File: src/rtl/rrip_req_arbiter_if.sv
// Bundle of the requester-side and engine-side signals of rrip_req_arbiter.
//   slave  : the arbiter's view (takes requests and the engine's victim result,
//            drives grants, responses and the engine command).
//   master : the environment's view (requesters plus the replacement engine).
// Signals:
//   req_valid/req_hit/req_set/req_way : packed per-requester request fields
//   req_ready/resp_valid              : one-hot grant and completion pulses
//   resp_way/resp_timeout             : completion payload, held between pulses
//   eng_*                             : DRRIP engine command and victim result
interface rrip_req_arbiter_if #(
  parameter int NUM_REQ         = 4,
  parameter int SET_INDEX_WIDTH = 7,
  parameter int WAY_BITS        = 4
);
  logic [NUM_REQ-1:0]                 req_valid;
  logic [NUM_REQ-1:0]                 req_hit;
  logic [NUM_REQ*SET_INDEX_WIDTH-1:0] req_set;
  logic [NUM_REQ*WAY_BITS-1:0]        req_way;
  logic [NUM_REQ-1:0]                 req_ready;
  logic [NUM_REQ-1:0]                 resp_valid;
  logic [WAY_BITS-1:0]                resp_way;
  logic                               resp_timeout;
  logic                               eng_valid;
  logic                               eng_hit;
  logic                               eng_miss;
  logic [SET_INDEX_WIDTH-1:0]         eng_set_index;
  logic [WAY_BITS-1:0]                eng_access_way;
  logic                               eng_victim_ready;
  logic [WAY_BITS-1:0]                eng_victim_way;

  modport slave (
    input  req_valid, req_hit, req_set, req_way,
    input  eng_victim_ready, eng_victim_way,
    output req_ready, resp_valid, resp_way, resp_timeout,
    output eng_valid, eng_hit, eng_miss, eng_set_index, eng_access_way
  );

  modport master (
    output req_valid, req_hit, req_set, req_way,
    output eng_victim_ready, eng_victim_way,
    input  req_ready, resp_valid, resp_way, resp_timeout,
    input  eng_valid, eng_hit, eng_miss, eng_set_index, eng_access_way
  );
endinterface

File: src/rtl/rrip_req_arbiter.sv
// Round-robin front-end scheduler for the DRRIP replacement engine.
// Grants one of NUM_REQ requesters at a time, drives the engine with a single
// hit pulse or a held miss request, and returns the victim way (or a timeout
// abort) to the winner as a one-cycle one-hot resp_valid pulse.
// Ports:
//   clk, rst : clock, synchronous active-high reset
//   bus      : rrip_req_arbiter_if.slave (requests, responses, engine command)
//   busy     : high whenever a transaction is in flight (state != IDLE)
module rrip_req_arbiter #(
  parameter int NUM_REQ         = 4,
  parameter int SET_INDEX_WIDTH = 7,
  parameter int WAY_BITS        = 4,
  parameter int TIMEOUT_CYCLES  = 64
) (
  input  logic              clk,
  input  logic              rst,
  rrip_req_arbiter_if.slave bus,
  output logic              busy
);
  localparam int PTR_W = (NUM_REQ > 1) ? $clog2(NUM_REQ) : 1;
  localparam int CNT_W = $clog2(TIMEOUT_CYCLES + 1);

  localparam logic [1:0] S_IDLE      = 2'd0;
  localparam logic [1:0] S_ISSUE_HIT = 2'd1;
  localparam logic [1:0] S_WAIT_MISS = 2'd2;
  localparam logic [1:0] S_RESP      = 2'd3;

  localparam logic [CNT_W-1:0] CNT_LAST = CNT_W'(TIMEOUT_CYCLES - 1);

  logic [1:0]                 state;
  logic [PTR_W-1:0]           ptr;
  logic [PTR_W-1:0]           cap_idx;
  logic [SET_INDEX_WIDTH-1:0] cap_set;
  logic [WAY_BITS-1:0]        cap_way;
  logic [CNT_W-1:0]           tmo_cnt;
  logic [WAY_BITS-1:0]        resp_way_r;
  logic                       resp_timeout_r;

  logic                       grant_found;
  logic [PTR_W-1:0]           grant_idx;
  logic [PTR_W-1:0]           scan_idx;

  function automatic logic [PTR_W-1:0] ptr_wrap_inc(input logic [PTR_W-1:0] p);
    if (int'(p) == NUM_REQ - 1) return '0;
    return p + PTR_W'(1);
  endfunction

  // Winner: first valid requester scanning upward from ptr, wrapping.
  always_comb begin
    grant_found = 1'b0;
    grant_idx   = '0;
    scan_idx    = '0;
    for (int off = 0; off < NUM_REQ; off++) begin
      scan_idx = PTR_W'((int'(ptr) + off) % NUM_REQ);
      if (!grant_found && bus.req_valid[scan_idx]) begin
        grant_found = 1'b1;
        grant_idx   = scan_idx;
      end
    end
  end

  // Stage boundary: transaction state and captured request.
  always_ff @(posedge clk) begin
    if (rst) begin
      state          <= S_IDLE;
      ptr            <= '0;
      cap_idx        <= '0;
      cap_set        <= '0;
      cap_way        <= '0;
      tmo_cnt        <= '0;
      resp_way_r     <= '0;
      resp_timeout_r <= 1'b0;
    end else begin
      case (state)
        S_IDLE: begin
          if (grant_found) begin
            cap_idx <= grant_idx;
            cap_set <= bus.req_set[int'(grant_idx)*SET_INDEX_WIDTH +: SET_INDEX_WIDTH];
            cap_way <= bus.req_way[int'(grant_idx)*WAY_BITS +: WAY_BITS];
            ptr     <= ptr_wrap_inc(grant_idx);
            tmo_cnt <= '0;
            state   <= bus.req_hit[grant_idx] ? S_ISSUE_HIT : S_WAIT_MISS;
          end
        end
        S_ISSUE_HIT: begin
          resp_way_r     <= cap_way;
          resp_timeout_r <= 1'b0;
          state          <= S_RESP;
        end
        S_WAIT_MISS: begin
          tmo_cnt <= tmo_cnt + CNT_W'(1);
          // A victim arriving on the last allowed cycle still counts as success.
          if (bus.eng_victim_ready) begin
            resp_way_r     <= bus.eng_victim_way;
            resp_timeout_r <= 1'b0;
            state          <= S_RESP;
          end else if (tmo_cnt == CNT_LAST) begin
            resp_way_r     <= '0;
            resp_timeout_r <= 1'b1;
            state          <= S_RESP;
          end
        end
        S_RESP:  state <= S_IDLE;
        default: state <= S_IDLE;
      endcase
    end
  end

  // Stage boundary: outputs decoded from the current state.
  // RESP plus the following IDLE cycle give the engine a two-cycle
  // eng_valid gap so its once-per-miss PSEL flag can clear.
  always_comb begin
    bus.req_ready      = '0;
    bus.resp_valid     = '0;
    bus.eng_valid      = 1'b0;
    bus.eng_hit        = 1'b0;
    bus.eng_miss       = 1'b0;
    bus.eng_set_index  = '0;
    bus.eng_access_way = '0;
    case (state)
      S_IDLE: begin
        if (grant_found && !rst) bus.req_ready[grant_idx] = 1'b1;
      end
      S_ISSUE_HIT: begin
        bus.eng_valid      = 1'b1;
        bus.eng_hit        = 1'b1;
        bus.eng_set_index  = cap_set;
        bus.eng_access_way = cap_way;
      end
      S_WAIT_MISS: begin
        bus.eng_valid     = !bus.eng_victim_ready;
        bus.eng_miss      = !bus.eng_victim_ready;
        bus.eng_set_index = cap_set;
      end
      S_RESP: begin
        bus.resp_valid[cap_idx] = 1'b1;
      end
      default: ;
    endcase
  end

  assign bus.resp_way     = resp_way_r;
  assign bus.resp_timeout = resp_timeout_r;
  assign busy             = (state != S_IDLE);
endmodule

File: src/flat_wrapper.sv
// flat-port wrapper written by rule: the top's interface ports become plain ports
module rrip_req_arbiter_flat 
#(
  parameter int NUM_REQ         = 4,
  parameter int SET_INDEX_WIDTH = 7,
  parameter int WAY_BITS        = 4,
  parameter int TIMEOUT_CYCLES  = 64
)
  (clk, rst, busy, bus_req_valid, bus_req_hit, bus_req_set, bus_req_way, bus_eng_victim_ready, bus_eng_victim_way, bus_req_ready, bus_resp_valid, bus_resp_way, bus_resp_timeout, bus_eng_valid, bus_eng_hit, bus_eng_miss, bus_eng_set_index, bus_eng_access_way);
  rrip_req_arbiter_if #(.NUM_REQ(NUM_REQ), .SET_INDEX_WIDTH(SET_INDEX_WIDTH), .WAY_BITS(WAY_BITS)) bus_i ();
  input  logic clk;
  input  logic rst;
  output logic busy;
  input wire logic [$bits(bus_i.req_valid)-1:0] bus_req_valid;
  input wire logic [$bits(bus_i.req_hit)-1:0] bus_req_hit;
  input wire logic [$bits(bus_i.req_set)-1:0] bus_req_set;
  input wire logic [$bits(bus_i.req_way)-1:0] bus_req_way;
  input wire logic [$bits(bus_i.eng_victim_ready)-1:0] bus_eng_victim_ready;
  input wire logic [$bits(bus_i.eng_victim_way)-1:0] bus_eng_victim_way;
  output wire logic [$bits(bus_i.req_ready)-1:0] bus_req_ready;
  output wire logic [$bits(bus_i.resp_valid)-1:0] bus_resp_valid;
  output wire logic [$bits(bus_i.resp_way)-1:0] bus_resp_way;
  output wire logic [$bits(bus_i.resp_timeout)-1:0] bus_resp_timeout;
  output wire logic [$bits(bus_i.eng_valid)-1:0] bus_eng_valid;
  output wire logic [$bits(bus_i.eng_hit)-1:0] bus_eng_hit;
  output wire logic [$bits(bus_i.eng_miss)-1:0] bus_eng_miss;
  output wire logic [$bits(bus_i.eng_set_index)-1:0] bus_eng_set_index;
  output wire logic [$bits(bus_i.eng_access_way)-1:0] bus_eng_access_way;
  assign bus_i.req_valid = bus_req_valid;
  assign bus_i.req_hit = bus_req_hit;
  assign bus_i.req_set = bus_req_set;
  assign bus_i.req_way = bus_req_way;
  assign bus_i.eng_victim_ready = bus_eng_victim_ready;
  assign bus_i.eng_victim_way = bus_eng_victim_way;
  assign bus_req_ready = bus_i.req_ready;
  assign bus_resp_valid = bus_i.resp_valid;
  assign bus_resp_way = bus_i.resp_way;
  assign bus_resp_timeout = bus_i.resp_timeout;
  assign bus_eng_valid = bus_i.eng_valid;
  assign bus_eng_hit = bus_i.eng_hit;
  assign bus_eng_miss = bus_i.eng_miss;
  assign bus_eng_set_index = bus_i.eng_set_index;
  assign bus_eng_access_way = bus_i.eng_access_way;
  rrip_req_arbiter #(.NUM_REQ(NUM_REQ), .SET_INDEX_WIDTH(SET_INDEX_WIDTH), .WAY_BITS(WAY_BITS), .TIMEOUT_CYCLES(TIMEOUT_CYCLES)) u_core (.clk(clk), .rst(rst), .bus(bus_i), .busy(busy));
endmodule
File: config.mk
export PLATFORM = sky130hd
export DESIGN_NAME = rrip_req_arbiter_flat
export DESIGN_NICKNAME = d
export VERILOG_FILES = /design/src/rtl/rrip_req_arbiter_if.sv /design/src/rtl/rrip_req_arbiter.sv /design/src/flat_wrapper.sv
export SDC_FILE = /design/constraint.sdc
export NUM_CORES = 1
export LEC_CHECK = 0
export CORE_UTILIZATION = 44
export CTS_CLUSTER_DIAMETER = 150
export CTS_CLUSTER_SIZE = 24
export DETAILED_ROUTE_END_ITERATION = 10
export PLACE_DENSITY_LB_ADDON = 0.1
export SLEW_MARGIN = 20
export SYNTH_ARGS = -nofsm -noshare
export SYNTH_HDL_FRONTEND = slang
export SYNTH_SLANG_ARGS = --single-unit
File: constraint.sdc
create_clock -name clk -period 3.5 [get_ports clk]
set_input_delay 0.35 -clock clk [delete_from_list [all_inputs] [get_ports clk]]
set_output_delay 0.35 -clock clk [all_outputs]
set_load 0.01 [all_outputs]
Yosys cells after proc, flatten, opt, wreduce, memory -nomap -nowiden
Index checks and enable logic that the tools add are counted.

Output and inout bits: 28. Logic and storage cells: 100. Input bits: 59. Register bits after elaboration: 29.

Equal/unequal tests: 7. Shift operators: 2. Reduce and logical (&&, ||, !) cells: 20. Add/sub/neg operators: 5. $mul: 1. $lt $le $gt $ge: 8. Multiplexer cells: 49.

Operators with widths (number): $shiftx A28 B32 Y7 (1); $mux W4 (6); $mux W2 (10); $mux W1 (19); $lt A2 B3 Y1 const B (6); $shiftx A16 B5 Y4 (1); $mux W7 (2); $pmux W7 S2 (1); $bmux W1 S2 (5); $pmux W2 S4 (1); $pmux W4 S2 (1); $reduce_and A2 Y1 (4); $add A7 B1 Y7 const B (1); $eq A7 B6 Y1 const B (1); $logic_and A1 B1 Y1 (6); $reduce_bool A2 Y1 (3); $logic_not A1 Y1 (5); $mul A2 B3 Y5 const B (1); $add A2 B1 Y2 const B (2); $add A2 B2 Y2 const B (2); $demux W1 S2 (2); $eq A2 B1 Y1 const B (2); $eq A2 B2 Y1 const B (2); $ge A2 B1 Y1 const B (2); other kinds (5) (6).

Depth between registers and ports, before layout
Gate-level depths: netlist of run 1.

Depth in word-level cells: 18. Mapped depth: 9.

Worst setup path after synthesis of run 1
Ideal clock, no wire load.

Path type: input -> output. Start: input port bus_req_valid[3]. End: output port bus_req_ready[0]. Data arrival time: 1.671 ns. Setup slack: 1.479 ns. Stages: 6. Data required time: 3.150 ns. Cells stage by stage: or2_4 nor4bb_4 a31oi_4 inv_4 buf_6 nor4_1.

Cells in the longest elaborated chain, start to end: 18. Elaborated cells between the ends (all ways): 30. Classes of those cells: order compare: 2; mux: 20; reduce/logical: 8.

RTL lines: start, declared (RTL line flat_wrapper.sv:14) `input wire logic [$bits(bus_i.req_valid)-1:0] bus_req_valid;`; $bmux W1 S2 (RTL line rrip_req_arbiter.sv:55) `if (!grant_found && bus.req_valid[scan_idx]) begin`; $mux W1 (not written as such) (RTL line rrip_req_arbiter.sv:55); $mux W1 (RTL line rrip_req_arbiter.sv:55); $logic_not A1 Y1 (RTL line rrip_req_arbiter.sv:55); $logic_and A1 B1 Y1 (RTL line rrip_req_arbiter.sv:55); $mux W1 (RTL line rrip_req_arbiter.sv:55); $logic_not A1 Y1 (RTL line rrip_req_arbiter.sv:55); $logic_and A1 B1 Y1 (RTL line rrip_req_arbiter.sv:55); [2 not listed]; $logic_and A1 B1 Y1 (RTL line rrip_req_arbiter.sv:55); $mux W2 (RTL line rrip_req_arbiter.sv:55); $lt A2 B3 Y1 (not written as such) or $ge A2 B1 Y1 (tied branches) (RTL line rrip_req_arbiter.sv:122) `if (grant_found && !rst) bus.req_ready[grant_idx] = 1'b1;`; $logic_and A1 B1 Y1 (not written as such) (RTL line rrip_req_arbiter.sv:122); $mux W1 (not written as such) (RTL line rrip_req_arbiter.sv:122); $demux W1 S2; $mux W4 (*) (RTL line rrip_req_arbiter.sv:122); $mux W4 (*) (RTL line rrip_req_arbiter.sv:120) `case (state)`; end, declared (RTL line flat_wrapper.sv:20) `output wire logic [$bits(bus_i.req_ready)-1:0] bus_req_ready;`.

Every way passes the cells marked *; elsewhere a longest branch is shown, timed or not. The select of a mux whose other input is x is not followed.

Worst setup path in the final report of run 1
Start: input port bus_req_valid[0]. End: output port bus_req_ready[3].

The elaborated chain is that of the path after synthesis.

==> summary.txt, run 1 <==
Floorplan
  – Initial core utilization: 46.12%
  – Die ar.: 0.004487 sq mm
  – Die Ht: 66.99 um
  – Core area: 0.004029 sq mm
  – Cell Rows: 23
  – Die W: 66.99 um
  – Ports: 87

Timing
  – Setup TNS: 0 ns
  – Worst Max-Slew Pin Slew: approximately 0.43 ns
  – Period minus WS final: 2.889 ns
  – Hold Vio Cnt, Final: 0
  – Slew Viols, Final: 0
  – Max_slew headroom: 71.11%
  – Final Skew: 0.006595 ns
  – RSZ-0062 raised after global routing: false
  – Worst setup slack after layout: between 0.6 and 0.7 ns
  – Final setup violation count: 0
  – Period utilisation layout: 82.55%
  – Fmax: 346.1 MHz

Synth
  – Fraction of synthesized area in multiplexers: 2.155%
  – Commonest cells in the netlist: nand3_1, nand2_1, dfxtp_1, a21oi_1, nor2_1
  – Post-synthesis sequential area ratio: 31.25%
  – Compound-Gate Fraction of Synth Area: between 15 and 20%
  – Most common cell in the netlist: nand3_1
  – FF+latch count, synth: 29
  – Async S/R FF share, synth: 0%
  – Largest family of logic cells by synthesized area: simple AND/OR/NAND/NOR gates
  – Mapped Avg Cell Area: 7.553 sq um
  – XOR/XNOR Fraction of Synth Area: 0.9428%
  – YS warnings: 0
  – Post-synth EDFFs: 0
  – Synth top area share: 31.25%
  – Area of the mapped netlist: 0.001858 sq mm
  – Synth top area cells: dfxtp_1, nand3_1, nand2_1, a22o_1, a21oi_1
  – Fraction of the mapped netlist area in adder cells: under 10%
  – Synthesized net count: 312
  – Most common flop cell mapped by yosys: dfxtp_1
  – Top cell type by total area after synthesis: dfxtp_1
  – Simple logic cell fraction of the synthesized area: 38.11%
  – Yosys cell types: 39
  – Mapped Cells: 246

Power and ir drop
  – Sw frac: 40.57%
  – VDD IR-drop max: about 0.00041 V
  – Pleak: ~0.0011 uW
  – Combinational share of power: 57.3%
  – Int Power: around 1100 uW
  – Pwr/cell area: between 600 and 700 mW/mm^2
  – Sequential share of power: 26.8%
  – Clock power frac: 15.9%
  – NetSw: 775.8 uW

Hold path
  – Class of the worst hold path: reg2reg
  – Hold Path End: u_core.cap_set[5]
  – Hold-critical path depth: 1
  – Hold Path Origin: u_core.cap_set[5]

Route
  – Routed WL per cell: 12.90 um
  – Vias/cell: 5.221
  – # DRC: 0
  – Antenna Violating Nets Remaining: 0
  – Router iterations before antenna repair: 4
  – Vias: between 1500 and 2000
  – Final wirelength: ~4900 um
  – Initial DRC count: 74

Clocking
  – CTS buffer count: 5
  – Worst-skew pair later-pin latency: 0.27 ns
  – Hold_buf cts: 0
  – Root buffer cell: clkbuf_8
  – H-tree Lvls: 2
  – Worst-path clk slew: approximately 0.06 ns
  – Sink Count: 29
  – Setup bufs post-CTS: 0
  – Post-CTS Resized: 0
  – Clock tree buffer depth: 2
  – CTS tree: done

GRT
  – Grt peak-use layer: met2
  – Met2 GRT Util: 40.28%
  – Met1 usage: 28.79%
  – First-pass GRT wire length: 8086 um
  – Initial antenna violation count: 0
  – GRT Total Usage: 23.61%
  – Met3 GRT Util: 5.651%
  – Vias in the first global route: 1856
  – Gr ovfl total: 0
  – Largest net degree at the start of global routing: 28

Worst setup path
  – R2r startpoint: u_core.state[0]
  – CP required: roughly 3.2 ns
  – Most frequent CP cell: clkdlybuf4s50_1
  – Reg2reg setup slack: ~1.4 ns
  – Critical path class: in2out
  – WP buf/inv: 3
  – Crit-path max FO: 27
  – R2R depth: 9
  – Slowest cell on crit path: clkdlybuf4s50_1
  – CP delay by family, top: buffers and inverters
  – CP endpoint kind: primary output
  – Crit path DAT: 2.54 ns
  – Worst path depth: 8
  – Critical-path cell list: clkdlybuf4s50_1 > nor2b_1 > nor4bb_4 > a31oi_4 > inv_4 > ha_1 > and2_1 > clkdlybuf4s50_1
  – Critical Path Max Stage Delay: 0.52 ns
  – R2R Path End: u_core.cap_way[1]
  – Worst setup SP type: primary input

Final layout
  – Area grow syn2layout: 52.93%
  – Flip-flop and latch area: approximately 580 sq um
  – Final net count: 395
  – Layout cells sized above 1: roughly 5.8%
  – Antenna diode count: 0
  – Multi-input logic area: 0.001170 sq mm
  – Fillers: about 370
  – Final instance area: 0.002841 sq mm
  – Non-filler cells, final: 380

Place
  – DP Cell Count: 372
  – Number of I/O port buffers: 86
  – Final HPWL DP: ~3700 um
  – Placement Cell Area: 0.002740 sq mm
  – Pre-CTS worst setup slack: 0.5947 ns
  – Gpl congestion: roughly 0.74

Outcome
  – Status: completed

Job
  – Max_cap viols: 0
## final cells by class
type	count	area share, %
clock buffer	7	3.391
clock inverter	1	0.1761
inverter	5	0.7486
multi-input combinational	196	41.17
sequential	29	20.43
tap	50	2.202
timing repair buffer	92	31.88
## stage by stage
stage	utilization [%]	total power, uW	hold slack [ns]
2_1_floorplan	-	1238	0.4404
3_3_place_gp	68.01	1603	0.4544
3_5_place_dp	68.01	1620	0.4605
4_1_cts	70.53	1929	0.4767
5_1_grt	70.53	2074	0.4890
6_report	70.53	1912	0.4713
## how the worst max path moves through the flow
stage | from | slack [ns] | to
after detailed placement | bus_req_valid[0] | 0.59 | bus_req_ready[3]
after floorplan | bus_req_valid[3] | 1.48 | bus_req_ready[0]
after global placement | bus_req_valid[0] | 0.65 | bus_req_ready[3]
after CTS | bus_req_valid[0] | 0.59 | bus_req_ready[3]
final | bus_req_valid[0] | 0.61 | bus_req_ready[3]
after global routing | bus_req_valid[0] | 0.49 | bus_req_ready[3]
## routing by layer
layer / vias up / wire length [um] / share of wire (%)
met2: 63 / 2350 / 48
li1: 1036 / - / -
met3: 2 / 314 / 6.4
met1: 883 / 2209 / 45
met5: - / 0 / 0
met4: 0 / 26 / 0.53
## cell usage in the layout, fill, tap and decap left out, types with 4 or more instances in the layout
cell type,instances
nor3_1,5
nor2b_1,5
nor2_1,16
a22o_1,12
clkdlybuf4s50_1,86
nand2_1,31
a21oi_1,19
clkbuf_8,7
mux2i_1,4
dfxtp_1,29
nand3_1,50
buf_4,6
inv_1,4
ha_1,7
and2_1,12
nand2b_1,5
## state kept, by name (all words and copies together) (netlist names)
name	cells
u_core.cap_set	7
u_core.tmo_cnt	7
u_core.bus.resp_way	4
u_core.cap_way	4
u_core.cap_idx	2
u_core.ptr	2
u_core.state	2
u_core.bus.resp_timeout	1
## power by group through the flow
stage	Sequential, uW	Combinational (uW)	Clock [uW]
global route	531	1220	327
detailed placement	519	1100	0
finish	512	1100	305
CTS	513	1100	313
floorplan	505	733	0
global placement	517	1090	0
## cell families after synthesis
family                     after synthesis
buffers and inverters                   21
adders and majority gates                7
muxes                                    4
and+or+nand+nor                        138
DFF                                     29
xor gates and xnor gates                 2
AOI/OAI and AO/OA                       45
## worst reg2reg max path: cells and delay by family, from the launching register on
kind,cells,cell delay [ns]
AOI/OAI and AO/OA,2,0.30
adders and majority gates,1,0.25
buffers and inverters,3,0.54
DFF,1,0.39
and+or+nand+nor,3,0.56
No activity file was read; power rests on OpenSTA's default activity.
==> run 2: changes to the inputs <==
--- a/config.mk
+++ b/config.mk
@@ -5,7 +5,7 @@
 export SDC_FILE = /design/constraint.sdc
 export NUM_CORES = 1
 export LEC_CHECK = 0
-export CORE_UTILIZATION = 44
+export CORE_UTILIZATION = 37
 export CTS_CLUSTER_DIAMETER = 150
 export CTS_CLUSTER_SIZE = 24
 export DETAILED_ROUTE_END_ITERATION = 10
==> constraint.sdc (replaced) <==
create_clock -name clk -period 2.6 [get_ports clk]
set_input_delay 0.26 -clock clk [delete_from_list [all_inputs] [get_ports clk]]
set_output_delay 0.26 -clock clk [all_outputs]
set_load 0.01 [all_outputs]
==> run 2 against run 1 <==
Against the previous run: combinational power increased by 40%; via count increased by 2.1%; critical endpoint is now bus_req_ready[0]; clock power rose by 19%.
==> summary.txt, run 2 (synthesis results as in run 1) <==
Route
  – Router iterations before antenna repair: 4 (unchanged)
  – Antenna Violating Nets Remaining: 0 (unchanged)
  – # DRC: 0 (unchanged)
  – Vias/cell: 5.052 (was 5.221)
  – Initial DRC count: 83 (was 74)
  – Final wirelength: 5127 um (was 4901 um)
  – Vias: 2026 (was 1984)
  – Routed WL per cell: 12.79 um (was 12.90 um)

Timing
  – Worst setup slack after layout: 0.09635 ns (was 0.6107 ns)
  – Period utilisation layout: a little over nine tenths
  – Final Skew: 0.008891 ns (was 0.006595 ns)
  – Slew Viols, Final: 0 (unchanged)
  – Hold Vio Cnt, Final: 0 (unchanged)
  – Period minus WS final: 2.504 ns
  – Worst Max-Slew Pin Slew: 0.4350 ns (was 0.4297 ns)
  – Max_slew headroom: 70.75% (was 71.11%)
  – Hold slack: 0.4730 ns (was 0.4713 ns)
  – Fmax: 399.4 MHz
  – Final setup violation count: 0 (unchanged)
  – RSZ-0062 raised after global routing: false (unchanged)

Final layout
  – Antenna diode count: 0 (unchanged)
  – Biggest regs: u_core.cap_set: 7 flops, u_core.tmo_cnt: 7 flops (unchanged)
  – Area grow syn2layout: 55.76% (was 52.93%)
  – Final instance area: 0.002894 sq mm (was 0.002841 sq mm)
  – Most frequent cells in the layout: clkdlybuf4s50_1, nand3_1, nand2_1, dfxtp_1, a21oi_1 (unchanged)
  – Final net count: 399 (was 395)
  – Layout cells sized above 1: 7.485% (was 5.758%)
  – Commonest non-fill, non-tap cell in the layout: clkdlybuf4s50_1 (unchanged)

Job
  – Max_cap viols: 0 (unchanged)

Place
  – Gpl congestion: 0.7247 (was 0.7421)
  – Placement Cell Area: 0.002784 sq mm (was 0.002740 sq mm)
  – Number of I/O port buffers: 86 (unchanged)
  – Pre-CTS worst setup slack: -0.003844 ns (was 0.5947 ns)
  – Final HPWL DP: 3958 um (was 3748 um)

Clocking
  – Worst-path clk slew: 0.06 ns (about the same)
  – Hold_buf cts: 0 (unchanged)
  – Root buffer cell: clkbuf_8 (unchanged)
  – CTS tree: done (unchanged)
  – Sink Count: 29 (unchanged)
  – Clock tree buffer depth: 2 (unchanged)
  – CTS buffer count: 5 (unchanged)
  – Worst-skew pair later-pin latency: 0.29 ns (was 0.27 ns)
  – H-tree Lvls: 2 (unchanged)

Hold path
  – Class of the worst hold path: reg2reg (unchanged)
  – Hold-critical path depth: 1 (unchanged)

Power and ir drop
  – Total power: 2596 uW (was 1912 uW)
  – Pleak: 0.001145 uW (was 0.001128 uW)
  – VDD IR-drop max: 0.0006559 V (was 0.0004125 V)
  – Pwr/cell area: 896.9 mW/mm^2 (was 673.0 mW/mm^2)

GRT
  – GRT Total Usage: 20.55% (was 23.61%)
  – Largest net degree at the start of global routing: 25 (was 28)
  – Vias in the first global route: 1919 (was 1856)
  – Gr ovfl total: 0 (unchanged)
  – Initial antenna violation count: 0 (unchanged)
  – First-pass GRT wire length: 8411 um (was 8086 um)

Floorplan
  – Cell Rows: 25 (was 23)
  – Die ar.: 0.005309 sq mm (was 0.004487 sq mm)
  – Die W: 72.87 um (was 66.99 um)
  – Core area: 0.004786 sq mm (was 0.004029 sq mm)
  – Die Ht: 72.87 um (was 66.99 um)
  – Ports: 87 (unchanged)
  – Initial core utilization: 38.82% (was 46.12%)

Worst setup path
  – R2R depth: 6 (was 9)
  – CP required: 2.34 ns (was 3.15 ns)
  – Crit-path max FO: 4 (was 27)
  – Crit path DAT: 2.24 ns (was 2.54 ns)
  – CP endpoint kind: primary output (unchanged)
  – Worst setup SP type: primary input (unchanged)
  – Critical path class: in2out (unchanged)

Outcome
  – Status: completed (unchanged)
==> run 2: changes by cell type in the layout (fill, tap and decap cells not counted), sizes merged <==
cell,previous run,this run
clkinv,1,2
buf,6,10
clkbuf,7,6
==> run 2: critical path, stage by stage <==
cell             delay, ns
clkdlybuf4s50_1       0.44
or2_4                 0.29
nor4bb_4              0.16
a31oi_4               0.23
inv_4                 0.07
nor4_2                0.21
clkdlybuf4s50_1       0.57
==> run 2: power by group <==
group          internal (uW)  total, uW  leakage, uW  switching, uW
clock                    185        362    0.0000450            177
combinational            737       1540     0.000862            800
sequential               589        696     0.000238            107
==> run 2: path summary, 6_finish.rpt <==
check                          from                end  slack [ns]
setup / recovery   bus_req_valid[3]   bus_req_ready[0]         0.1
hold / removal    u_core.cap_set[3]  u_core.cap_set[3]        0.47
setup reg to reg      u_core.ptr[1]  u_core.cap_way[1]        0.54
hold reg to reg   u_core.cap_set[3]  u_core.cap_set[3]        0.47
==> run 2: repair_timing <==
item / 4_1_cts / 5_1_grt
buffers inserted: 0 / 1
setup endpoints to repair: 1 / 3
resized for setup: 1 / 3
hold endpoints to repair: 0 / 0
gates cloned: 0 / 0
==> run 2: layout make-up <==
type	instances	area [sq um]
fill	460	1892
timing repair buffer	96	935.9
clock buffer	6	72.57
multi-input combinational	196	1190
tap	67	83.83
clock inverter	2	10.01
sequential	29	580.6
inverter	5	21.27
==> run 2: per-stage QoR <==
stage	instances	util (%)	setup TNS [ns]
2_1_floorplan	246	-	0
5_1_grt	401	60.47	0
3_5_place_dp	392	58.17	-0.003844
6_report	401	60.47	0
4_1_cts	400	59.95	0
3_3_place_gp	392	58.17	0
==> run 2: per-layer routing <==
metal / track usage (%) / wire (um)
met1: 25.49 / 2422
met5: 0 / 0
met2: 34.06 / 2312
met3: 4.558 / 307
met4: 9.150 / 83
==> RTL change 1 (flow settings as in run 1) <==
Make the reset (`rst`) asynchronous in one clocked block. Comments in the files are not updated.
--- a/src/rtl/rrip_req_arbiter.sv
+++ b/src/rtl/rrip_req_arbiter.sv
@@ -62,3 +62,3 @@
   // Stage boundary: transaction state and captured request.
-  always_ff @(posedge clk) begin
+  always_ff @(posedge clk or posedge rst) begin
     if (rst) begin
Check against the original RTL: differs if rst is asserted again (counterexample within 4 cycles, from zero or initial values and one cycle with rst high); with rst held inactive, the same outputs for 10 cycles.
==> RTL change 1 against run 1 <==
- power is 22% higher
- clock skew is 0.00080 ns lower
- sequential share of layout area rose by 3.4 points
- area after synthesis increased by 10%
- critical path depth shrank 1
- clock power shrank 13%
- sequential cell count stayed put
- largest power group unchanged
- final area increased by 7.1%
- worst setup slack got worse by 0.086 ns
- routed wire length is 15% higher
- cell count fell by 2.9%
==> RTL change 1: results (changes against run 1) <==
| Metric | Value |
|---|---|
| GRT Total Usage | 24.0% (+0.36 points) |
| # nets final | 382 (-3.3%) |
| Worst vdd ir | 0.000395 V (-4.1%) |
| Met3 usage | 6.20% (+0.55 points) |
| Slew headroom | 63.8% (-7.3 points) |
| Adder-Cell Fraction of Synth Area | 4.28% (-0.44 points) |
| Vias in the first global route | 2034 (+9.6%) |
| Post-DP HPWL | 4330 microns (+16%) |
| Cell variety after synth | 45 (+15%) |
| Share of cells above drive strength 1 | 5.36% (-0.39 points) |
| Met1 Use GR | 29.6% (+0.79 points) |
| Async S/R FF share, synth | 100% (+100 points) |
| Peak fanout along the critical path | 12 (-56%) |
| Post-Synthesis Cells | 229 (-6.9%) |
| Status | finished, final reports clean |
| Synth top cells by count | dfrtp_1 (29), nand2_1 (19), nor2_1 (19) |
| Number of port buffers | 86 (unchanged) |
| Final Wtd Congestion | 0.846 (+14%) |
| Synth Area in XOR/XNOR | 0% (-0.94 points) |
| WL per Instance | 15.3 microns (+19%) |
| Compound-Gate Fraction of Synth Area | 26.9% (+9.8 points) |
| Setup Skew | 0.00579 ns (-0.000801 ns) |
| Via/cell ratio | 5.63 (+7.9%) |
| First-pass GRT wire length | 9440 microns (+17%) |
| Register area share after synthesis | 35.4% (+4.2 points) |
| Syn_nets | 295 (-5.4%) |
| Worst EP arrival | 2.63 ns (+0.09 ns) |
| P_leak | 1.33 nW (+18%) |
| Synth top area cells | dfrtp_1 (35%), mux2i_1 (8.3%), a221o_1 (6.4%) |
| Fill cells | 385 (+5.2%) |
| Ys flop type | dfrtp_1 |
| Setup WS pre-CTS | 0.588 ns (-0.00660 ns) |
| Post-cts gate resize count | 0 (unchanged) |
| Met2 Resource Use GR | 40.4% (+0.15 points) |
| Placed cells | 361 (-3.0%) |
| Post-route insts no fill | 369 (-2.9%) |
-- RTL change 1: cell count changes after synthesis, moves of 7 or more --
cell and delta:
dfxtp_1 -29, nand3_1 -46, a21oi_1 -12, mux2i_1 +13, o22a_1 +11, a221o_1 +13
dfrtp_1 +29, a22o_1 -11, inv_1 +7, o21ai_0 +15, nand2_1 -12
-- RTL change 1: area by class of cell --
type | count | area (sq um) | share of cell area (%)
multi-input cells | 176 | 1220 | 40.0
repair buffers | 92 | 906 | 29.8
flip-flops and latches | 29 | 726 | 23.8
clock buffers | 6 | 72.6 | 2.38
well taps | 52 | 65.1 | 2.14
inverters | 12 | 45.0 | 1.48
clock inverters | 2 | 10.0 | 0.329
-- RTL change 1: power by group --
| group | internal [mW] | switching [mW] |
|---|---|---|
| registers | 0.489 | 0.132 |
| clock network | 0.137 | 0.127 |
| logic | 0.748 | 0.705 |
| total | 1.37 | 0.964 |
-- RTL change 1: per-stage QoR --
stage	hold WS (ns)	util, %	cell area, sq um	power, mW
4_1_cts	0.484	68.9	3040	2.35
2_1_floorplan	0.444	-	2050	1.48
3_5_place_dp	0.470	67.1	2960	2.08
6_report	0.477	68.9	3040	2.34
5_1_grt	0.522	68.9	3040	2.53
3_3_place_gp	0.465	67.1	2960	2.05
-- RTL change 1: kinds of logic (layout without fill, tap and decap cells) --
kind of cell,Yosys count,count (layout)
AO/OA/AOI/OAI,74,74
multiplexers,18,18
adder cells (fa/ha/maj),7,7
flip-flops,29,29
AND/OR/NAND/NOR,77,77
buffers and inverters,24,112
-- RTL change 1: critical path, stage by stage (launching register included) --
cell             delay (ns)
dfrtp_1                0.41
inv_1                  0.14
ha_1                   0.33
inv_1                  0.13
nor2_1                 0.34
buf_4                  0.28
and3_1                 0.18
clkdlybuf4s50_1        0.53
-- RTL change 1: path summary, 6_finish.rpt --
path | cells past startpoint | startpoint | end | slack [ns]
setup / recovery | 7 | u_core.state[1] | bus_req_ready[0] | 0.52
max in group asynchronous | 3 | rst | u_core.bus.resp_way[2] | 2.66
hold reg to reg | 2 | u_core.bus.resp_way[1] | u_core.bus.resp_way[1] | 0.48
min in group asynchronous | 3 | rst | u_core.ptr[0] | 0.56
setup reg to reg | 6 | u_core.state[1] | u_core.cap_idx[0] | 1.41
hold / removal | 2 | u_core.bus.resp_way[1] | u_core.bus.resp_way[1] | 0.48
-- RTL change 1: metal layers --
layer / vias to the layer above / routed length, microns
li1: 1019 / -
met1: 973 / 2380
met2: 72 / 2810
met3: 14 / 344
met4: 0 / 117
met5: - / 0
==> RTL change 2 (flow settings as in run 1) <==
Without the edit above. `WAY_BITS` is set to 4 in 3 places; all go to 3.
--- a/src/rtl/rrip_req_arbiter_if.sv
+++ b/src/rtl/rrip_req_arbiter_if.sv
@@ -12,3 +12,3 @@
   parameter int SET_INDEX_WIDTH = 7,
-  parameter int WAY_BITS        = 4
+  parameter int WAY_BITS        = 3
 );
--- a/src/rtl/rrip_req_arbiter.sv
+++ b/src/rtl/rrip_req_arbiter.sv
@@ -11,3 +11,3 @@
   parameter int SET_INDEX_WIDTH = 7,
-  parameter int WAY_BITS        = 4,
+  parameter int WAY_BITS        = 3,
   parameter int TIMEOUT_CYCLES  = 64
--- a/src/flat_wrapper.sv
+++ b/src/flat_wrapper.sv
@@ -5,3 +5,3 @@
   parameter int SET_INDEX_WIDTH = 7,
-  parameter int WAY_BITS        = 4,
+  parameter int WAY_BITS        = 3,
   parameter int TIMEOUT_CYCLES  = 64
Interface: changed (resized bus_eng_access_way, bus_eng_victim_way, bus_req_way and bus_resp_way); port bits go from 87 to 80. No check against the original RTL was run, so the function may have changed too.
==> RTL change 2 against run 1 <==
- sequential cell count is 2 lower
- count of clock-buffer cells in the layout is 4 lower
- routed wire length decreased by 5.7%
- area after synthesis is 1.3% lower
- first-iteration DRC count down 19%
- synthesized cell count is 17% lower
- critical path depth unchanged
- worst setup slack got worse by 0.052 ns
- power is 11% lower
- final area decreased by 4.8%
- fmax down 1.8%
- die area down 1.3%
- largest cell class unchanged
==> RTL change 2: results (changes against run 1) <==
| Metric | Value |
|---|---|
| Status | finished, final reports clean |
| Clock group power | 184 uW (-40%) |
| Avg Cell Area, Syn | 8.95 sq um (+18%) |
| Syn_nets | 269 (-14%) |
| First-pass GRT wire length | 7270 microns (-10%) |
| Final Wtd Congestion | 0.756 (+1.9%) |
| Ys flop type | dfxtp_1 |
| Final WL | 4620 microns (-5.7%) |
| GRT Total Usage | 21.3% (-2.3 points) |
| Total number of vias | 1739 (-12%) |
| Setup Skew | 0.00574 ns (-0.000857 ns) |
| Ys Warns | 0 (unchanged) |
| Seq pwr | 476 uW (-7.0%) |
| Post-DP HPWL | 3540 microns (-5.6%) |
| Vias in the first global route | 1602 (-14%) |
| DRT met1 WL | 2140 microns (-3.3%) |
| Final hold slack | 0.498 ns (+0.0267 ns) |
| Met3 wire len | 383 microns (+22%) |
| P_sw | 724 uW (-6.6%) |
| Clk buf depth | 2 (unchanged) |
| Async S/R FF share, synth | 0% (unchanged) |
| Met3 usage | 2.91% (-2.7 points) |
| Met1 Use GR | 27.8% (-0.97 points) |
| Total CTS buffers | 3 (-2) |
| Synth top area cells | dfxtp_1 (29%), mux2i_1 (14%), ha_1 (6.8%) |
| Fill cells | 362 (-1.1%) |
| # nets final | 347 (-12%) |
| Number of port buffers | 79 (-8.1%) |
| Cell Area, Placed | 2660 sq um (-3.1%) |
| Placed cells | 328 (-12%) |
| Htree depth | 1 (-1) |
| P_leak | 1.11 nW (-1.2%) |
| Top flop regs | u_core.cap_set x7, u_core.tmo_cnt x7 |
| Met2 wire length | 2060 microns (-12%) |
| Final core occ | 67.6% (-2.9 points) |
| Share of cells above drive strength 1 | 7.80% (+2.0 points) |
| Met2 Resource Use GR | 36.0% (-4.3 points) |
| Cell variety after synth | 46 (+18%) |
| Fin crit period | 2.94 ns (+0.0524 ns) |
| Worst vdd ir | 0.000384 V (-6.8%) |
| Peak fanout along the critical path | 7 (-74%) |
| Flop2flop setup slack | 1.53 ns (+0.17 ns) |
| CP peak stage delay | 0.57 ns (+0.05 ns) |
| Worst Tran Pin Value | 0.533 ns (+0.103 ns) |
| Synth top cells by count | dfxtp_1 (27), mux2i_1 (25), nor2_1 (20) |
| Initial DRC count | 60 (-19%) |
| WL per Instance | 13.9 microns (+7.9%) |
| Power Combinational | 1.04 mW (-5%) |
| CTS clk-pin slew, worst paths | 0.10 ns (+0.04 ns) |
| Register area share after synthesis | 29.5% (-1.8 points) |
-- RTL change 2: worst paths after layout --
kind | depth (start not counted) | from | end
worst max-delay path | 8 | bus_req_valid[1] | bus_req_ready[2]
worst min register to register | 2 | u_core.tmo_cnt[0] | u_core.tmo_cnt[0]
worst min-delay path | 2 | u_core.tmo_cnt[0] | u_core.tmo_cnt[0]
worst max register to register | 7 | u_core.state[0] | u_core.bus.resp_way[2]
-- RTL change 2: cells by family (layout without fill, tap and decap cells) --
group           after synthesis  count (layout)  share of synthesized area (%)
fa+ha+maj                    10              10                           6.82
flops                        27              27                           29.5
simple gates                 84              84                           26.9
xor+xnor                      4               4                           1.91
buf+inv                      18              95                           4.71
compound gates               37              37                           16.5
mux                          25              25                           13.6
-- RTL change 2: layout make-up --
type	instances	area share, %
Multi-Input combinational cell	160	44.6
Timing Repair Buffer	81	29.8
Clock buffer	3	1.53
Inverter	10	1.48
Clock inverter	1	0.278
Tap cell	50	2.31
Sequential cell	27	20.0
